`src/rtl/axis_video_to_dvp.sv`:
```
// AXI4-Stream RGB888 to 8-bit DVP RGB565 camera emulator.
// All DVP outputs and busy are registered one cycle behind the FSM.
module axis_video_to_dvp #(
  parameter int H_ACTIVE = 640,
  parameter int V_ACTIVE = 480,
  parameter int H_BLANK  = 144,
  parameter int VSYNC_W  = 3,
  parameter int V_BP     = 16,
  parameter int V_FP     = 16,
  parameter int CNT_W    = 16
) (
  input  logic        aclk,
  input  logic        aresetn,
  input  logic        en,
  input  logic        clr_err,
  input  logic [23:0] s_axis_video_tdata,
  input  logic        s_axis_video_tvalid,
  output logic        s_axis_video_tready,
  input  logic        s_axis_video_tuser,
  input  logic        s_axis_video_tlast,
  output logic [7:0]  dvp_data,
  output logic        dvp_href,
  output logic        dvp_vsync,
  output logic        underflow,
  output logic        len_err,
  output logic        busy
);

  localparam logic [2:0] S_IDLE   = 3'd0;
  localparam logic [2:0] S_VSYNC  = 3'd1;
  localparam logic [2:0] S_VBP    = 3'd2;
  localparam logic [2:0] S_LINE   = 3'd3;
  localparam logic [2:0] S_HBLANK = 3'd4;
  localparam logic [2:0] S_VFP    = 3'd5;

  localparam logic [CNT_W-1:0] ONE       = CNT_W'(1);
  localparam logic [CNT_W-1:0] VS_LAST   = CNT_W'(VSYNC_W - 1);
  localparam logic [CNT_W-1:0] BP_LAST   = CNT_W'((V_BP > 0) ? V_BP - 1 : 0);
  localparam logic [CNT_W-1:0] FP_LAST   = CNT_W'((V_FP > 0) ? V_FP - 1 : 0);
  localparam logic [CNT_W-1:0] HB_LAST   = CNT_W'(H_BLANK - 1);
  localparam logic [CNT_W-1:0] PIX_LAST  = CNT_W'(H_ACTIVE - 1);
  localparam logic [CNT_W-1:0] LINE_LAST = CNT_W'(V_ACTIVE - 1);

  logic [2:0]       state;
  logic [CNT_W-1:0] cnt;
  logic [CNT_W-1:0] pix;
  logic [CNT_W-1:0] line;
  logic             phase;
  logic             pad;
  logic             drop;
  logic             nochk;
  logic [7:0]       lo_byte;
  logic             tready_c;
  logic             hs;
  logic             pix_hs;
  logic             tlast_hs;
  logic             early;
  logic             missing;
  logic             sof_err;
  logic             uf_set;
  logic             len_set;
  logic             unused_bits;

  always_comb begin
    tready_c = 1'b0;
    case (state)
      S_IDLE:   tready_c = en && !(s_axis_video_tvalid && s_axis_video_tuser);
      S_LINE:   tready_c = !phase && !pad;
      S_HBLANK: tready_c = drop;
      S_VFP:    tready_c = drop;
      default:  tready_c = 1'b0;
    endcase
  end

  assign s_axis_video_tready = aresetn && tready_c;
  assign hs       = s_axis_video_tvalid && s_axis_video_tready;
  assign pix_hs   = hs && (state == S_LINE);
  assign tlast_hs = hs && s_axis_video_tlast;

  // nochk: line started while a missing-EOL drop was still pending
  assign early   = pix_hs && !nochk && s_axis_video_tlast && (pix != PIX_LAST);
  assign missing = pix_hs && !nochk && !s_axis_video_tlast && (pix == PIX_LAST);
  assign sof_err = pix_hs && !nochk && s_axis_video_tuser &&
                   ((pix != '0) || (line != '0));
  assign uf_set  = (state == S_LINE) && !phase && !pad && !s_axis_video_tvalid;
  assign len_set = early || missing || sof_err;

  assign unused_bits = ^{s_axis_video_tdata[18:16],
                         s_axis_video_tdata[10:8],
                         s_axis_video_tdata[1:0]};

  always_ff @(posedge aclk or negedge aresetn) begin
    if (!aresetn) begin
      state     <= S_IDLE;
      cnt       <= '0;
      pix       <= '0;
      line      <= '0;
      phase     <= 1'b0;
      pad       <= 1'b0;
      drop      <= 1'b0;
      nochk     <= 1'b0;
      lo_byte   <= '0;
      dvp_data  <= '0;
      dvp_href  <= 1'b0;
      dvp_vsync <= 1'b0;
      busy      <= 1'b0;
    end else begin
      dvp_data  <= '0;
      dvp_href  <= 1'b0;
      dvp_vsync <= 1'b0;
      busy      <= (state != S_IDLE);
      case (state)
        S_IDLE: begin
          cnt   <= '0;
          pix   <= '0;
          line  <= '0;
          phase <= 1'b0;
          pad   <= 1'b0;
          drop  <= 1'b0;
          nochk <= 1'b0;
          if (en && s_axis_video_tvalid && s_axis_video_tuser)
            state <= S_VSYNC;
        end
        S_VSYNC: begin
          dvp_vsync <= 1'b1;
          if (cnt == VS_LAST) begin
            cnt   <= '0;
            state <= (V_BP > 0) ? S_VBP : S_LINE;
          end else begin
            cnt <= cnt + ONE;
          end
        end
        S_VBP: begin
          if (cnt == BP_LAST) begin
            cnt   <= '0;
            state <= S_LINE;
          end else begin
            cnt <= cnt + ONE;
          end
        end
        S_LINE: begin
          dvp_href <= 1'b1;
          phase    <= !phase;
          if (!phase) begin
            if (pix_hs) begin
              dvp_data <= {s_axis_video_tdata[23:19], s_axis_video_tdata[7:5]};
              lo_byte  <= {s_axis_video_tdata[4:2], s_axis_video_tdata[15:11]};
            end else begin
              lo_byte  <= '0;
            end
            if (early)
              pad <= 1'b1;
            if (missing)
              drop <= 1'b1;
          end else begin
            dvp_data <= lo_byte;
            if (pix == PIX_LAST) begin
              pix   <= '0;
              pad   <= 1'b0;
              nochk <= 1'b0;
              cnt   <= '0;
              state <= S_HBLANK;
            end else begin
              pix <= pix + ONE;
            end
          end
        end
        S_HBLANK: begin
          if (tlast_hs)
            drop <= 1'b0;
          if (cnt == HB_LAST) begin
            cnt <= '0;
            if (line == LINE_LAST) begin
              line  <= '0;
              state <= (V_FP > 0) ? S_VFP : S_IDLE;
            end else begin
              line  <= line + ONE;
              nochk <= drop && !tlast_hs;
              drop  <= 1'b0;
              state <= S_LINE;
            end
          end else begin
            cnt <= cnt + ONE;
          end
        end
        S_VFP: begin
          if (tlast_hs)
            drop <= 1'b0;
          if (cnt == FP_LAST) begin
            cnt   <= '0;
            state <= S_IDLE;
          end else begin
            cnt <= cnt + ONE;
          end
        end
        default: state <= S_IDLE;
      endcase
    end
  end

  // a set event in the same cycle as clr_err keeps the flag
  always_ff @(posedge aclk or negedge aresetn) begin
    if (!aresetn) begin
      underflow <= 1'b0;
      len_err   <= 1'b0;
    end else begin
      if (uf_set)
        underflow <= 1'b1;
      else if (clr_err)
        underflow <= 1'b0;
      if (len_set)
        len_err <= 1'b1;
      else if (clr_err)
        len_err <= 1'b0;
    end
  end

endmodule

```
`config.mk`:
```
export PLATFORM = sky130hd
export DESIGN_NAME = axis_video_to_dvp
export DESIGN_NICKNAME = d
export VERILOG_FILES = /design/src/rtl/axis_video_to_dvp.sv
export SDC_FILE = /design/constraint.sdc
export NUM_CORES = 1
export LEC_CHECK = 0
export BUFFER_PORTS_ARGS = -buffer_cell sky130_fd_sc_hd__buf_2
export CORE_MARGIN = 2
export CORE_UTILIZATION = 25
export CTS_CLUSTER_DIAMETER = 60
export CTS_CLUSTER_SIZE = 24
export DETAILED_ROUTE_END_ITERATION = 8
export SYNTH_ARGS = -nofsm -noshare
export SYNTH_HDL_FRONTEND = slang
export SYNTH_SLANG_ARGS = --single-unit
```
`constraint.sdc`:
```
create_clock -name aclk -period 2.7 [get_ports aclk]
set_input_delay 0.27 -clock aclk [delete_from_list [all_inputs] [get_ports aclk]]
set_output_delay 0.27 -clock aclk [all_outputs]
set_load 0.01 [all_outputs]
```
==> impl_metrics.toml <==
[yosys]
synth_xor_area_share_pct = 5.12
synth-compound-area-share_pct = 16.7
synth_top_cell_by_area = "dfrtp_1"
synth-seq-cells = 76
synth-edff-count = 0
yosysWarnings = 0
yosys.area_share.adder_pct = 1.91
synth_area_um2 = 3940
synth_cell_types = 52
synth_fp_nets = 468
syn_inst = 431
synthSimpleGateAreaFrac_pct = 24.7
synth_area_leaders = "dfrtp_1 48%, o21ai_0 5.2%, nand2_1 5.0%, nor2_1 4.1%, xor2_1 2.7%"
synth_flop_cell = "dfrtp_1"
async_flop_share_pct = 100
ys_seq_area_share_pct = 48.3
synth_top_area_share_pct = 48.3
postSynthAreaPerCell_um2 = 9.13
synth_top_family_by_area = "simple AND/OR/NAND/NOR gates"
synth.area.mux_share_pct = 0.540

[global_routing]
grt_first_pass_wirelength_um = 16000
grt_max_degree = 77
grt_overflow = 0
first_global_vias = 3316
track_usage_pct = 11.9
antenna_found_initial = 0

[worst_setup_path]
r2r_start = "cnt[13]"
path_cells = "or4_1, nor4_4, o22ai_1, a311o_1, nor2_1, mux2_1"
cp-endpoint = "state[0]"
r2r_end = "state[0]"
criticalPathCategory = "register to register"
cp-start-kind = "register"
crit_arrival_ns = 2.73
worstSetupPathDepth = 6
crit_family = "simple AND/OR/NAND/NOR gates"
rrSetupSlack_ns = 0.19
critPathCaptureType = "register"
critPathMaxStageDelay_ns = 0.63
worstPathMaxFanout = 6
required_ns = 2.92
r2r_cells = 6
cp_num_buf_inv = 0
cp-startpoint = "cnt[13]"
crit_slowest_cell = "or4_1"

[detailed_routing]
wl_per_cell_um = 13.5
detail_route.iter0.violations = 300
wl_um = 9480
drc = 0
vias = 3408
viasPerCell = 4.85
postRouteAntennaNets = 0
drtPass1Iterations = 4

[layout]
syn_to_final_growth_pct = 21.9
drive_above_1_share_pct = 16.3
nNetsFinal = 523
num_antenna_cells = 0
final_common_cell = "dfrtp_1"
final_cell_mix = "76 x dfrtp_1, 52 x nand2_1, 43 x nor2_1"

[clocking]
cts_tree = "done"
clk_pin_slew_ns = 0.06
clk_latency_ns = 0.34
root_buffer = "clkbuf_16"
clock-sinks = 76
cts-resized-gates = 0
postCtsHoldBufs = 0
h-tree-depth = 3
cts_buffers = 9
cts_max_path_buffers = 2

[timing]
rsz0062_at_grt = "false"
period_share_pct = 93.0
fin_tns_setup_ns = 0
hold_viol = 0
clock_skew_ns = 0.00484
slew_violations = 0
relSlewSlack_pct = 37.8
worstMarginPinSlew_ns = 0.934
setup_viol = 0
min_period_ns = 2.51
fmax_ghz = 0.398

[pwr]
p_leak_nw = 2.15
irDropWorstVdd_mv = 0.490
totalPowerFinal_w = 0.00397
p_per_area_nw_per_um2 = 827

[floorplan]
start_util_pct = 25.7
io_pins = 45
die_x_um = 129
dieArea_um2 = 16800
core-area_um2 = 15300
die_h_um = 129
rows = 45

[placement]
dp_hpwl_um = 6800
io_buffers = 36
gp_congestion = 0.821

[outcome]
outcome = "finished, final reports clean"

[run]
drv_cap = 0

[min_path]
hold_class = "input port to register"
[through the flow]
step                hold WS [ns]  worst slack (ns)  area [um2]  util, %  std cells
floorplan                -0.0256             0.370        3940        -        431
global placement           0.467             0.242        4480     29.2        684
detailed placement         0.472             0.145        4480     29.2        684
CTS                        0.137             0.127        4780     31.2        700
global route               0.144           0.00476        4800     31.3        702
finish                     0.143             0.189        4800     31.3        702
[synth_stat cells, types with 5 or more instances]
library cell and count:
a31oi_1 5, inv_1 14, dfrtp_1 76, nor4_1 11
clkbuf_1 13, o21ai_1 6, xor2_1 12, nor3_1 6
a21oi_1 16, ha_1 6, nand2_1 52, o21ai_0 41
a22o_1 8, o31ai_1 5, nand3_1 20, and3_1 12
nor2_1 43, nand4_1 15, xnor2_1 11, nand2b_1 5
[area by class of cell]
cell class                      instances  area [um2]
Multi-Input combinational cell        327        1930
Clock buffer                           10         239
Tap cell                              211         264
Timing Repair Buffer                   58         348
Clock inverter                          6        63.8
Fill cell                            1606       10500
Inverter                               14        52.6
Sequential cell                        76        1900
[worst min path at each step]
stage                                       from     endpoint  slack [ns]  depth (start not counted)
final                                    clr_err    underflow        0.14                          2
after global routing      s_axis_video_tdata[19]  dvp_data[3]        0.14                          2
after CTS                                clr_err    underflow        0.14                          2
after detailed placement              lo_byte[2]   lo_byte[2]        0.47                          2
after global placement                lo_byte[2]   lo_byte[2]        0.47                          2
after floorplan                          aresetn         busy       -0.03                          0
[repair_timing]
item / 4_1_cts / 5_1_grt
endpoints found under the setup margin: 0 / 3
buffers inserted: 0 / 2
hold endpoints to repair: 0 / 0
[power breakdown]
part / total [W] / internal [W] / switching [W]
sequential: 0.00141 / 0.00126 / 0.000152
combinational: 0.00134 / 0.000520 / 0.000822
clock: 0.00121 / 0.000738 / 0.000472
total: 0.00397 / 0.00252 / 0.00145
[cell families (layout without fill, tap and decap cells)]
family                   Yosys count  after routing
AO/OA/AOI/OAI                    105            105
XOR/XNOR                          23             23
adder cells (fa/ha/maj)            6              6
buffers and inverters             28             88
flip-flops                        76             76
multiplexers                       2              2
AND/OR/NAND/NOR                  191            191
[flip-flops by register name (all words and copies together), names as in the netlist]
signal     flops
dvp_data       8
pad            1
len_err        1
phase          1
cnt           16
line          16
busy           1
underflow      1
drop           1
pix           16
lo_byte        8
nochk          1
state          3
dvp_href       1
dvp_vsync      1
[worst reg2reg max path: cells and delay by family (launching register included)]
kind               cells  cell delay (ns)
DFF                    1             0.40
muxes                  1             0.33
AOI/OAI and AO/OA      2             0.56
and+or+nand+nor        3             1.11
[layer usage]
metal	global-route usage (%)	wire length, um	up-vias
met1	15.8	4530	1665
met5	0	0	-
li1	-	-	1675
met4	3.10	102	0
met3	3.80	356	11
met2	18.9	4490	57
Power figures use the tool's default switching activity.
